<file path="src/rtl/pwm_capture.sv">
// PWM duty-cycle recovery: counts high cycles over fixed windows, aligning each window to a
// PWM rising edge when one is seen, and hands results out through a valid/ready register.
module pwm_capture #(
  parameter int unsigned CYCLES_PER_WINDOW = 1024,
  parameter int unsigned CODE_WIDTH        = $clog2(CYCLES_PER_WINDOW),
  parameter int unsigned SYNC_STAGES       = 2
) (
  input  logic                  clk,
  input  logic                  rst,
  input  logic                  pwm,
  output logic [CODE_WIDTH-1:0] code,
  output logic                  code_valid,
  input  logic                  code_ready,
  output logic                  locked,
  output logic                  resync,
  output logic                  overrun
);

  localparam int unsigned WinW  = $clog2(CYCLES_PER_WINDOW);
  localparam int unsigned HighW = CODE_WIDTH + 1;
  localparam logic [WinW-1:0]  LastIdx = WinW'(CYCLES_PER_WINDOW - 1);
  localparam logic [HighW-1:0] CodeMax = {1'b0, {CODE_WIDTH{1'b1}}};

  typedef enum logic {StSeek, StMeasure} state_e;

  logic [SYNC_STAGES-1:0] r_sync;
  logic                   r_pwm_d;
  state_e                 r_state;
  logic [WinW-1:0]        r_win_cnt;
  logic [HighW-1:0]       r_high_cnt;
  logic [CODE_WIDTH-1:0]  r_code;
  logic                   r_code_valid;
  logic                   r_resync;
  logic                   r_overrun;

  logic                  w_pwm_s;
  logic                  w_rise;
  logic [HighW-1:0]      w_high_total;
  logic [CODE_WIDTH-1:0] w_code_sat;
  logic                  w_publish;
  state_e                w_state_nxt;
  logic [WinW-1:0]       w_win_cnt_nxt;
  logic [HighW-1:0]      w_high_cnt_nxt;
  logic                  w_resync_nxt;
  logic [CODE_WIDTH-1:0] w_code_nxt;
  logic                  w_code_valid_nxt;
  logic                  w_overrun_nxt;

  assign w_pwm_s      = r_sync[SYNC_STAGES-1];
  assign w_rise       = w_pwm_s & ~r_pwm_d;
  // Window total includes the sample of the cycle being processed.
  assign w_high_total = r_high_cnt + {{CODE_WIDTH{1'b0}}, w_pwm_s};
  assign w_code_sat   = (w_high_total > CodeMax) ? CodeMax[CODE_WIDTH-1:0]
                                                 : w_high_total[CODE_WIDTH-1:0];

  always_comb begin
    w_state_nxt    = r_state;
    w_win_cnt_nxt  = r_win_cnt + WinW'(1);
    w_high_cnt_nxt = w_high_total;
    w_publish      = 1'b0;
    w_resync_nxt   = 1'b0;
    case (r_state)
      StSeek: begin
        if (w_rise) begin
          w_state_nxt    = StMeasure;
          w_win_cnt_nxt  = WinW'(1);
          w_high_cnt_nxt = HighW'(1);
        end else if (r_win_cnt == LastIdx) begin
          w_publish      = 1'b1;
          w_win_cnt_nxt  = '0;
          w_high_cnt_nxt = '0;
        end
      end
      StMeasure: begin
        // A rise off index 0 restarts the window and wins over a same-cycle publish.
        if (w_rise && (r_win_cnt != '0)) begin
          w_resync_nxt   = 1'b1;
          w_win_cnt_nxt  = WinW'(1);
          w_high_cnt_nxt = HighW'(1);
        end else if (r_win_cnt == LastIdx) begin
          w_publish      = 1'b1;
          w_win_cnt_nxt  = '0;
          w_high_cnt_nxt = '0;
        end
      end
      default: w_state_nxt = StSeek;
    endcase
  end

  always_comb begin
    w_code_nxt       = r_code;
    w_code_valid_nxt = r_code_valid;
    w_overrun_nxt    = 1'b0;
    if (w_publish) begin
      w_code_nxt       = w_code_sat;
      w_code_valid_nxt = 1'b1;
      w_overrun_nxt    = r_code_valid & ~code_ready;
    end else if (r_code_valid && code_ready) begin
      w_code_valid_nxt = 1'b0;
    end
  end

  always_ff @(posedge clk or posedge rst) begin
    if (rst) begin
      r_sync       <= '0;
      r_pwm_d      <= 1'b0;
      r_state      <= StSeek;
      r_win_cnt    <= '0;
      r_high_cnt   <= '0;
      r_code       <= '0;
      r_code_valid <= 1'b0;
      r_resync     <= 1'b0;
      r_overrun    <= 1'b0;
    end else begin
      r_sync       <= {r_sync[SYNC_STAGES-2:0], pwm};
      r_pwm_d      <= w_pwm_s;
      r_state      <= w_state_nxt;
      r_win_cnt    <= w_win_cnt_nxt;
      r_high_cnt   <= w_high_cnt_nxt;
      r_code       <= w_code_nxt;
      r_code_valid <= w_code_valid_nxt;
      r_resync     <= w_resync_nxt;
      r_overrun    <= w_overrun_nxt;
    end
  end

  assign code       = r_code;
  assign code_valid = r_code_valid;
  assign locked     = (r_state == StMeasure);
  assign resync     = r_resync;
  assign overrun    = r_overrun;

endmodule

</file>
<file path="config.mk">
export PLATFORM = sky130hd
export DESIGN_NAME = pwm_capture
export DESIGN_NICKNAME = d
export VERILOG_FILES = /design/src/rtl/pwm_capture.sv
export SDC_FILE = /design/constraint.sdc
export NUM_CORES = 1
export LEC_CHECK = 0
export ABC_CLOCK_PERIOD_IN_PS = 5500
export CAP_MARGIN = 20
export CORE_MARGIN = 2
export CORE_UTILIZATION = 50
export CTS_BUF_LIST = sky130_fd_sc_hd__clkbuf_8
export DETAILED_ROUTE_END_ITERATION = 10
export PLACE_DENSITY_LB_ADDON = 0.12
export SYNTH_ARGS = -nofsm -noshare
export SYNTH_HDL_FRONTEND = slang
export SYNTH_SLANG_ARGS = --single-unit
</file>
<file path="constraint.sdc">
create_clock -name clk -period 5.5 [get_ports clk]
set_clock_uncertainty 0.05 [all_clocks]
set_input_delay 0.55 -clock clk [delete_from_list [all_inputs] [get_ports clk]]
set_output_delay 0.55 -clock clk [all_outputs]
set_load 0.05 [all_outputs]
</file>
### Word level (Yosys, flattened, before mapping)

Cells that the tools add are included.

* $add $sub $neg: 2
* $lt $le $gt $ge: 1
* equal/unequal tests: 1
* mux-type cells: 20
* bitwise operators: 5
* reductions and logical operators: 4

Operators by type and width (count)
* 2-to-1 mux 10 bit: 4
* 2-to-1 mux 11 bit: 3
* one-hot mux 11 bit (2 select lines): 1
* one-hot mux 10 bit (2 select lines): 1
* adder 11 x 1 -> 11 bit: 1
* greater-than comparator 11 x 10 -> 1 bit, second input constant: 1
* adder 10 x 1 -> 10 bit, second input constant: 1
* == test 10 bit, second input constant: 1
* 2-to-1 mux 1 bit: 10
* nonzero test 10 bit: 1
* inverter 1 bit: 3
* AND 1 bit: 2
* logical AND 1 bit: 2
* one-hot mux 1 bit (2 select lines): 1
* nonzero test 2 bit: 1

* register bits: 38
* input bits: 4
* output and inout bits: 14
* logic and storage cells: 42

### Longest topological paths before layout

Gate-level depths: netlist of run 1.

* depth after elaboration: 6
* mapped depth: 7
* mapped depth without buffers: 6

### Worst setup path before layout of run 1

OpenSTA, ideal clock, no wires.

* path kind: reg2reg
* start point: register r_sync[1]
* end point: register r_code[5], in the netlist code[5]
* setup time: 67 ps
* data arrival time: 1746 ps
* required time: 5383 ps
* slack: 3638 ps
* cell stages (with the launch flop): 8
* buffers on the path: 1
* clock period less this slack: 1862 ps
* path through: dfrtp_1 ha_1 ha_1 nand3_2 or4_1 clkbuf_2 nand4_1 mux2_2

* cells in the longest elaborated chain, start to end: 4
* elaborated cells between the ends (all ways): 8
* classes of those cells: add/sub (1); order compare (1); mux (4); bitwise (1); reduce/logical (1)

Ends and longest elaborated chain
* start, declared: RTL line 26 `logic [SYNC_STAGES-1:0] r_sync;`
* start signal, assigned: RTL line 115 `r_sync <= {r_sync[SYNC_STAGES-2:0], pwm};`
* branches (longest 4 deep; another with adder 11 x 1 -> 11 bit)
* end signal, assigned: RTL line 120 `r_code <= w_code_nxt;`
* end, declared: RTL line 31 `logic [CODE_WIDTH-1:0] r_code;`

Several ways; the timed one is not identified.
A chain may end at the register's enable or synchronous reset.

### Worst setup path in the final report of run 1

* start point: register r_sync[1]
* end point: register r_code[0], in the netlist code[0]

The elaborated chain is that of the path after synthesis.

==> results.md, run 1 <==
* Worst Hold Class: reg -> reg
* Antenna-violating nets left at 0
* Min-Delay Path Depth at 0
* # H-tree levels at 2
* Cell count after synthesis at around 170
* Fillers at 313
* Fraction of registers with async set/reset at 100.0%
* Max_cap viols at 0
* Synthesized area at 1849 um2
* Setup_tns at 0 ns
* Placed wire-length estimate at 2.538 mm
* Clock transition at path regs at 0.07 ns
* 1st-pass router iterations at 4
* Worst R2R End: code[0]
* Synthesis-to-finish area growth at 16.24%
* Area of the die at ~4200 um2
* Clk sinks at 38
* Commonest non-fill, non-tap cells in the layout: dfrtp_1, nor2_1, clkdlybuf4s50_1, inv_1, xor2_1
* Post-synth EDFFs at 0
* Vias in the first global route at 1296
* # hold bufs at CTS at 0
* Synth Flop Type: dfrtp_1
* Die width at ~65 um
* RSZ-0062 raised after global routing: no
* Post-CTS Resized at 0
* Clock latency on the worst-skew pair at just under 0.3 ns
* # diodes at 0
* Post-Place Worst Slack at 3.373 ns
* Register area share after synthesis at between 50% and 60%
* Min-delay src: r_sync[0]
* Initial antenna violation count at 0
* I/O pin cnt at 18
* Tmin final at between 2 and 2.5 ns
* Syn Area/Cell at around 11 um2
* WP data required at 5.68 ns
* Port Buffer Count at 17
* FF+latch count, synth at 38
* Reg2reg path depth at 6
* Final setup vio count at 0
* Final wirelength at 3.572 mm
* First-pass GRT wire length at 6.203 mm
* Setup Fix Bufs, Post-CTS at 0
* Routed wl met2 at 1.585 mm
* Reg2reg setup slack at 3.35 ns
* Num rows at 22
* Power Dens Cells at 314.9 nW/um2
* Crit. End Element: flip-flop
* Via Count at 1286
* CTS tree: done
* Slew at the pin closest to its max-slew limit at 0.5061 ns
* Syn Nets at between 150 and 200
* Crit path max fanout at 7
* CTS root buf: clkbuf_8
* Most common cell after layout, fill and taps aside: dfrtp_1
* Yosys top cell area share at 51.42%
* CP Launch Type: flip-flop
* Met3 wire length at 178 um
* Placer Congestion at between 0.8 and 0.9
* Fin. max-slew vios at 0
* Synth unique cells at 41
* Wire per inst at 15.07 um
* Vias/cell at 5.426
* Total gr overflow at 0
* Setup CP Type: reg -> reg
* Top sig layer: met4
* Num CTS Buffers at 5
* Max Clock Freq at 464.8 MHz
* Outcome: complete, no violations
* CP arrival at 2.33 ns
* Yosys warning count at 0
* Slew Limit Headroom at 66.16%
* Fin worst setup slack at 3.349 ns
* Leak at 0.9972 nW
* Cell accounting for the most synthesized area: dfrtp_1
* Fin. Hold Viols at 0
* Met1 Routed Length at 1.776 mm
* Maximum vdd drop at approximately 0.23 mV
* DIE HEIGHT at 64.82 um
* Final nets at 196
* Initial Utilization at 51.28%
* Final period utilization at roughly two fifths
* Pwr Total at 0.6768 mW
* Worst R2R Start: r_sync[1]
* Fraction of layout cells with a size suffix above 1 at 15.34%
* Iteration-0 DRC Markers at 75
* Top cells by area, synth: dfrtp_1, mux2_2, nor2_1, xor2_1, xnor2_1
* Longest Clk Path Bufs at 2
* DRC at 0
* Hold endpoint: r_sync[1]
* Largest net degree at the start of global routing at 39
* Gr usage total at 19.54%
* Core box area at around 3600 um2
## cells by family after synthesis
group	Yosys count	share of synthesized area (%)
AOI/OAI and AO/OA	22	8.661
DFF	38	51.42
and+or+nand+nor	64	19.96
xor gates and xnor gates	15	7.104
adders and majority gates	4	2.706
buffers and inverters	14	3.585
muxes	11	6.563
## synth_stat cells (2+ instances only)
cell type,count
a21o_1,3
a21oi_1,6
a31oi_1,3
and3_1,3
and4_1,2
dfrtp_1,38
ha_1,4
inv_1,9
mux2_2,8
mux2i_1,2
nand2_1,7
nand3_1,8
nand4_1,5
nand4_2,2
nor2_1,21
nor3_1,2
o21ai_0,5
or3_1,2
or3_2,3
xnor2_1,6
xor2_1,9
## worst max path at each step
stage | startpoint | endpoint | slack [ns] | cells after the start
global route | r_sync[1] | code[3] | 3.23 | 6
finish | r_sync[1] | code[0] | 3.35 | 6
global placement | r_sync[1] | code[5] | 3.37 | 6
detailed placement | r_sync[1] | code[3] | 3.37 | 6
CTS | r_sync[1] | code[3] | 3.35 | 6
floorplan | r_sync[1] | code[5] | 3.64 | 7
## cell type report
class	count	area [um2]	share of cell area (%)
repair buffers	18	177.7	8.265
flip-flops and latches	38	950.9	44.24
inverters	9	33.78	1.572
clock inverters	2	12.51	0.5821
multi-input cells	116	832.0	38.71
clock buffers	6	82.58	3.842
well taps	48	60.06	2.794
## registers in the layout (all words and copies together) (netlist names)
| signal | flops |
|---|---|
| r_high_cnt | 11 |
| locked | 1 |
| r_win_cnt | 10 |
| overrun | 1 |
| r_sync | 2 |
| code | 10 |
| r_pwm_d | 1 |
| resync | 1 |
| code_valid | 1 |
## power breakdown
part           internal, mW  switching (mW)  total [mW]
combinational        0.0570          0.0767       0.134
clock                 0.101          0.0976       0.198
sequential            0.310          0.0343       0.345
## worst max-delay path: stages (launching register included)
cell	delay [ns]
dfrtp_1	0.37
ha_1	0.20
ha_1	0.28
nand3_2	0.20
or4_1	0.67
nand3b_1	0.16
mux2_2	0.15
## per-stage QoR
stage	utilization (%)	hold slack [ns]	instance area [um2]	std cells
2_1_floorplan	-	0.2812	1849	168
3_3_place_gp	56.97	0.2913	2054	229
3_5_place_dp	56.97	0.2965	2054	229
4_1_cts	59.61	0.3139	2150	237
5_1_grt	59.61	0.3160	2150	237
6_report	59.61	0.3113	2150	237
## per-layer routing
layer	up-vias	global-route usage, %
li1	619	-
met5	-	0
met3	4	5.903
met4	0	6.117
met1	628	28.24
met2	35	28.22
Power figures use the tool's default switching activity.
==> run 2: changes to the inputs <==
--- a/config.mk
+++ b/config.mk
@@ -5,7 +5,7 @@
 export SDC_FILE = /design/constraint.sdc
 export NUM_CORES = 1
 export LEC_CHECK = 0
-export ABC_CLOCK_PERIOD_IN_PS = 5500
+export ABC_CLOCK_PERIOD_IN_PS = 1900
 export CAP_MARGIN = 20
 export CORE_MARGIN = 2
 export CORE_UTILIZATION = 50
==> constraint.sdc (replaced) <==
create_clock -name clk -period 1.9 [get_ports clk]
set_clock_uncertainty 0.05 [all_clocks]
set_input_delay 0.19 -clock clk [delete_from_list [all_inputs] [get_ports clk]]
set_output_delay 0.19 -clock clk [all_outputs]
set_load 0.05 [all_outputs]
==> results.md, run 2 (synthesis results as in run 1) <==
* Commonest non-fill, non-tap cells in the layout: dfrtp_1, buf_4, nor2_1, clkdlybuf4s50_1, xor2_1
* Slew Limit Headroom at between 60 and 70%
* Max Clock Freq at roughly 520 MHz
* I/O pin cnt at 18
* # H-tree levels at 2
* Tmin final at 1.932 ns
* # hold bufs at CTS at 0
* Cell family with most CP delay: simple AND/OR/NAND/NOR gates
* Max reg flops at 11
* Crit path max fanout at 4
* RSZ-0062 raised after global routing: yes
* Wire per inst at 14.57 um
* CP Launch Type: flip-flop
* Initial Utilization at 51.28%
* Vias/cell at 5.383
* Switching Share at 30.90%
* Worst Hold Class: in -> async
* Iteration-0 DRC Markers at 99
* Setup CP Type: reg -> reg
* Seq pwr share at 46.2%
* Max_cap viols at 0
* Fraction of layout cells with a size suffix above 1 at between 30% and 40%
* CP arrival at 2.06 ns
* Most common cell after layout, fill and taps aside: dfrtp_1
* Largest net degree at the start of global routing at 39
* Worst R2R End: code[0]
* DP Area at 2182 um2
* Placed cell count at 246
* Final setup vio count at 2
* Fin util at 67.80%
* Worst R2R Start: r_win_cnt[1]
* Combinational share of power at 27.6%
* Clock latency on the worst-skew pair at 0.28 ns
* Fin. Hold Viols at 0
* Core box area at 3606 um2
* 1st-pass router iterations at 4
* Clock transition at path regs at roughly 0.070 ns
* Fin worst setup slack at -0.03174 ns
* Placed wire-length estimate at 2.548 mm
* Max stage delay on crit path at approximately 0.41 ns
* Synthesis-to-finish area growth at 32.21%
* Final period utilization at 101.7%
* Cell internal pwr at 1.489 mW
* CTS tree: done
* Gr usage total at 20.32%
* Fin cells at around 260
* Post-Place Worst Slack at -0.1599 ns
* Die width at 64.82 um
* Reg2reg setup slack at -0.03 ns
* Fin. max-slew vios at 0
* Sw Pwr at 0.6658 mW
* Failing checks: setup timing
* Vias in the first global route at 1405
* CTS root buf: clkbuf_8
* Via Count at 1405
* Outcome: complete, but fails checks
* Final wirelength at approximately 3.8 mm
* Longest Clk Path Bufs at 2
* Worst path slowest cell: dfrtp_1
* Power Dens Cells at 881.2 nW/um2
* Post-Layout Inst Area at approximately 2400 um2
* Total gr overflow at 0
* DIE HEIGHT at 64.82 um
* Worst path bufs/invs at 2
* Final nets at 220
* Hold_ws at 0.2650 ns
* Setup_tns at -0.04867 ns
* # diodes at 0
* Pwr Total at roughly 2.2 mW
* Num rows at 22
* Crit. End Element: flip-flop
* Initial antenna violation count at 0
* Area of the die at 4201 um2
* Num CTS Buffers at 5
* Reg2reg path depth at 7
* First-pass GRT wire length at 6.430 mm
* Clock power share at a little over a quarter
* Clk sinks at 38
* Placer Congestion at 0.8525
* Port Buffer Count at 17
* CP Cell Sequence: inv_2, ha_4, nor4b_4, nand4_4, a21oi_4, clkbuf_16, mux2_2
* Maximum vdd drop at 0.5435 mV
* Slew at the pin closest to its max-slew limit at between 0.5 and 0.6 ns
* Leak at approximately 1.1 nW
* DRC at 0
* Top reg by flops: r_high_cnt
* Antenna-violating nets left at 0
* WP data required at approximately 2.0 ns
-- run 2: cell count changes in the layout (fill, tap and decap cells not counted), sizes merged --
cell and delta:
buf +23, clkbuf +1, clkinvlp -1, inv +1
-- run 2: how the worst max path moves through the flow --
stage	start	endpoint	cells past startpoint
global route	r_win_cnt[1]	code[9]	7
CTS	r_win_cnt[1]	code[2]	7
global placement	r_win_cnt[0]	code[4]	6
detailed placement	r_win_cnt[1]	code[2]	6
finish	r_win_cnt[1]	code[0]	7
floorplan	r_sync[1]	code[5]	7
-- run 2: cell type report --
class,instances,area (um2)
clock inverter,2,8.758
sequential,38,950.9
multi-input combinational,116,920.9
clock buffer,6,82.58
fill,288,1161
timing repair buffer,42,387.9
inverter,9,33.78
tap,48,60.06
-- run 2: worst register-to-register path: cells and delay by family (launching register included) --
kind / cells / cell delay [ns]
adders and majority gates: 1 / 0.12
buffers and inverters: 2 / 0.26
DFF: 1 / 0.41
AOI/OAI and AO/OA: 1 / 0.23
and+or+nand+nor: 2 / 0.43
muxes: 1 / 0.32
-- run 2: metal layers --
metal | up-vias | GRT usage [%] | part of all wire, %
li1 | 676 | - | -
met1 | 694 | 28.51 | 50
met2 | 27 | 30.54 | 45
met3 | 8 | 4.167 | 3.6
met4 | 0 | 8.777 | 1.6
met5 | - | 0 | 0
-- run 2: power groups by stage --
stage	Clock, mW	Combinational (mW)	Sequential (mW)
after floorplan	0	0.303	0.998
after CTS	0.571	0.508	0.987
after global routing	0.617	0.668	1.01
after global placement	0	0.474	0.996
after detailed placement	0	0.488	1.00
final	0.563	0.595	0.996
-- run 2: what timing repair did --
item | 4_1_cts | 5_1_grt
gates resized for setup | 4 | 19
pin swaps | 2 | 1
buffers inserted | 2 | 4
cloned | 0 | 1
endpoints found under the setup margin | 10 | 26
